<file path="src/rtl/tdm_slot_demux.sv">
// tdm_slot_demux: drives a 2-bit slot select to an external 4:1 mux pair and
// reassembles the two returning serial lanes into 4-bit frames.
module tdm_slot_demux (
  input  logic [7:0] io_in,
  output logic [7:0] io_out
);
  logic clk, rst, a, b, en, view, hold, unused_bit;
  logic [1:0] sel;
  logic [2:0] sh_a, sh_b;
  logic [3:0] fr_a, fr_b;
  logic valid, chg;
  assign {unused_bit, hold, view, en, b, a, rst, clk} = io_in;
  // Slot 3 completes a frame directly from the live lane bits, so only slots 0-2 need shifting.
  always_ff @(posedge clk or posedge rst) begin
    if (rst) begin
      sel <= '0;
      sh_a <= '0;
      sh_b <= '0;
      fr_a <= '0;
      fr_b <= '0;
      valid <= 1'b0;
      chg <= 1'b0;
    end else begin
      valid <= 1'b0;
      chg <= 1'b0;
      if (en) begin
        sel <= sel + 2'd1;
        if (sel != 2'd3) begin
          sh_a[sel] <= a;
          sh_b[sel] <= b;
        end else if (!hold) begin
          fr_a <= {a, sh_a};
          fr_b <= {b, sh_b};
          valid <= 1'b1;
          chg <= {a, sh_a, b, sh_b} != {fr_a, fr_b};
        end
      end
    end
  end
  assign io_out = {chg, view ? fr_b : fr_a, valid, sel};
endmodule

</file>
<file path="config.mk">
export PLATFORM = sky130hd
export DESIGN_NAME = tdm_slot_demux
export DESIGN_NICKNAME = d
export VERILOG_FILES = /design/src/rtl/tdm_slot_demux.sv
export SDC_FILE = /design/constraint.sdc
export NUM_CORES = 1
export LEC_CHECK = 0
export ABC_AREA = 0
export BUFFER_PORTS_ARGS = -buffer_cell sky130_fd_sc_hd__buf_2
export CAP_MARGIN = 20
export CORE_MARGIN = 1.5
export CORE_UTILIZATION = 45
export CTS_CLUSTER_DIAMETER = 30
export DETAILED_ROUTE_END_ITERATION = 12
export GPL_TIMING_DRIVEN = 0
export PLACE_DENSITY = 0.67
export SLEW_MARGIN = 15
export SYNTH_ARGS = -nofsm -noshare
export SYNTH_HDL_FRONTEND = slang
export SYNTH_SLANG_ARGS = --single-unit
</file>
<file path="constraint.sdc">
create_clock -name io_in -period 3.1 [get_ports io_in]
set_input_delay 0.31 -clock io_in [delete_from_list [all_inputs] [get_ports io_in]]
set_output_delay 0.31 -clock io_in [all_outputs]
set_load 0.01 [all_outputs]
</file>
==> flow_summary_export.csv <==
group,metric,value,unit
outcome,outcome,"finished clean",
sta,fin_ws,377,ps
synth,synthCells,66,
clock_tree,clk_pin_slew,110,ps
synth,yosysWarnings,0,
hold_path,hold_end,"sel[0]",
setup_path,path_depth,9,
power_and_ir_drop,p_leak,0.843,nW
synth,avgSynthCellArea,13.3,um2
clock_tree,tritoncts,"built",
clock_tree,cts-resized-gates,0,
setup_path,critical_path_buf_inv_count,6,
setup_path,r2r-start,"sel[0]",
final_layout,final-seq-area,450,um2
routing,postRouteAntennaNets,0,
global_routing,grt_usage,0.302,
sta,fin_tns_setup,0,ps
clock_tree,postCtsHoldBufs,0,
floorplanning,rows,15,
setup_path,critical_path.startpoint_type,"clock port",
sta,rsz0062_at_grt,"no",
final_layout,drive_above_1_share,0.537,
final_layout,fin_nets,141,
synth,ys_types,13,
setup_path,cp_top_family,"buffers and inverters",
floorplanning,fp.coreArea,1780,um2
synth,ys_ff_latch,18,
global_routing,antenna_found_initial,0,
placement,place_hpwl,991,um
setup_path,end_kind,"register",
final_layout,area_growth,53.5,%
routing,viasPerCell,5.40,
synth,syn_area,877,um2
final_layout,final_cells,159,
floorplanning,start_util,0.492,
routing,drtPass1Iterations,5,
floorplanning,die_w,47.2,um
setup_path,crit_path_frequent_cell,"clkbuf_4",
hold_path,hold_path.class,"clk -> reg",
global_routing,grt_pass1_vias,1165,
setup_path,rrSetupSlack,1160,ps
setup_path,r2r-end,"sh_a[0]",
sta,skew,7.76,ps
setup_path,path_class,"clk -> reg",
sta,setup_violations,0,
clock_tree,cts_setup_buffers,0,
routing,wirelength,2610,um
sta,relSlewSlack,0.761,
power_and_ir_drop,power-per-cell-area,1440,nW/um2
global_routing,grt_pass1_wl,4060,um
sta,hold_violations,0,
placement,placed_cells,99,
sta,tightest_slew,356,ps
routing,dr_total_vias,858,
synth,seq_area_frac_synth,0.514,
floorplanning,pin_count,16,
setup_path,arrival,2930,ps
hold_path,hold_depth,3,
routing,drcViolationCount,0,
setup_path,slowest_stage,"mux2_2",
placement,gp_congestion,0.759,
synth,syn_nets,78,
setup_path,worst-r2r-cell-count,8,
routing,drt-wirelength-per-cell,16.4,um
hold_path,min_from,"io_in[4]",
sta,slew_violations,0,
setup_path,path_max_fanout,2,
routing,drt_iter0_drc,57,
setup_path,path_cells,"clkbuf_4, clkbuf_4, and2b_2, clkbuf_4, clkbuf_4, nand2_1, clkbuf_4, clkbuf_4, mux2_2",
floorplanning,design.die.area,2220,um2
floorplanning,die_y,47.2,um
global_routing,grt_overflow_total,0,
placement,place_ws,835,ps
placement,numPortBuffers,8,
clock_tree,clk_latency,320,ps
global_routing,grt_max_degree,11,
final_layout,final_cell_mix,"clkbuf_4, inv_1, mux2_2, dfrtp_1, xor2_1",
setup_path,worstPathRequired,3300,ps
power_and_ir_drop,peakVddDrop,0.000747,V
final_layout,multi_input_area,385,um2
final_layout,n_antenna_cell,0,
final_layout,fill_cells,118,
setup_path,max_stage_delay,330,ps
run,maxCapViolCount,0,
final_layout,layout_commonest_cell,"clkbuf_4",
[where the power goes]
part | total (W) | switching, W | leakage (nW) | internal [W]
sequential | 0.000259 | 0 | 0.257 | 0.000259
clock | 0.00168 | 0.000759 | 0.449 | 0.000920
combinational | 0.000000000137 | 0 | 0.137 | 0
total | 0.00194 | 0.000759 | 0.843 | 0.00118
[per-stage QoR]
step / util / hold WS (ps) / total power, W / instance area [um2]
2_1_floorplan: - / 91.0 / 0.000720 / 877
3_3_place_gp: 0.532 / 91.0 / 0.000764 / 948
3_5_place_dp: 0.532 / 91.0 / 0.000764 / 948
4_1_cts: 0.755 / 39.0 / 0.00199 / 1350
5_1_grt: 0.755 / 42.6 / 0.00212 / 1350
6_report: 0.755 / 30.4 / 0.00194 / 1350
[layout make-up]
type                       instances  area share
buffer                             3      0.0195
clock buffer                      43       0.239
clock inverter                    23      0.0771
inverter                           2     0.00558
multi-input combinational         41       0.286
sequential                        18       0.335
tap                               25      0.0232
timing repair buffer               4      0.0149
[registers in the layout (all words and copies together) (netlist names)]
register and flops:
chg 1, valid 1, sel 2, sh_b 3
fr_b 4, fr_a 4, sh_a 3
[cell usage after synthesis]
| cell type | n | area share |
|---|---|---|
| xor2_1 | 9 | 0.090 |
| ha_1 | 4 | 0.057 |
| and2b_2 | 1 | 0.010 |
| o21ai_0 | 1 | 0.0057 |
| mux2_2 | 18 | 0.23 |
| inv_1 | 4 | 0.017 |
| a21oi_1 | 1 | 0.0057 |
| nand3b_1 | 1 | 0.0086 |
| nand2_1 | 4 | 0.017 |
| dfrtp_1 | 18 | 0.51 |
| buf_4 | 2 | 0.017 |
| buf_6 | 1 | 0.013 |
| nor4_1 | 2 | 0.014 |
[cell families after synthesis]
kind of cell    share of synthesized area
mux                                 0.231
flops                               0.514
xor+xnor                           0.0899
simple gates                       0.0499
buf+inv                            0.0471
fa+ha+maj                          0.0571
compound gates                     0.0114
[worst min-delay path, delay by kind of cell]
kind	cells	cell delay, ps
xor gates and xnor gates	1	60
buffers and inverters	2	250
[metal layers]
metal  part of all wire  global-route usage  up-vias  wire length (um)
met5                  0              0.0500        -                 0
met4              0.081               0.606        0               212
met3               0.13               0.419       29               327
met2               0.47               0.279       74              1230
met1               0.32               0.139      406               841
li1                   -                   -      349                 -
[worst max path at each step]
| stage | startpoint | end |
|---|---|---|
| after floorplan | io_in[4] | sh_a[0] |
| after global placement | io_in[4] | sh_a[0] |
| after detailed placement | io_in[4] | sh_a[0] |
| after CTS | io_in[4] | sh_a[0] |
| after global routing | io_in[4] | sh_a[0] |
| final | io_in[4] | sh_a[0] |
Note: power is estimated with default switching activity, not from simulation.
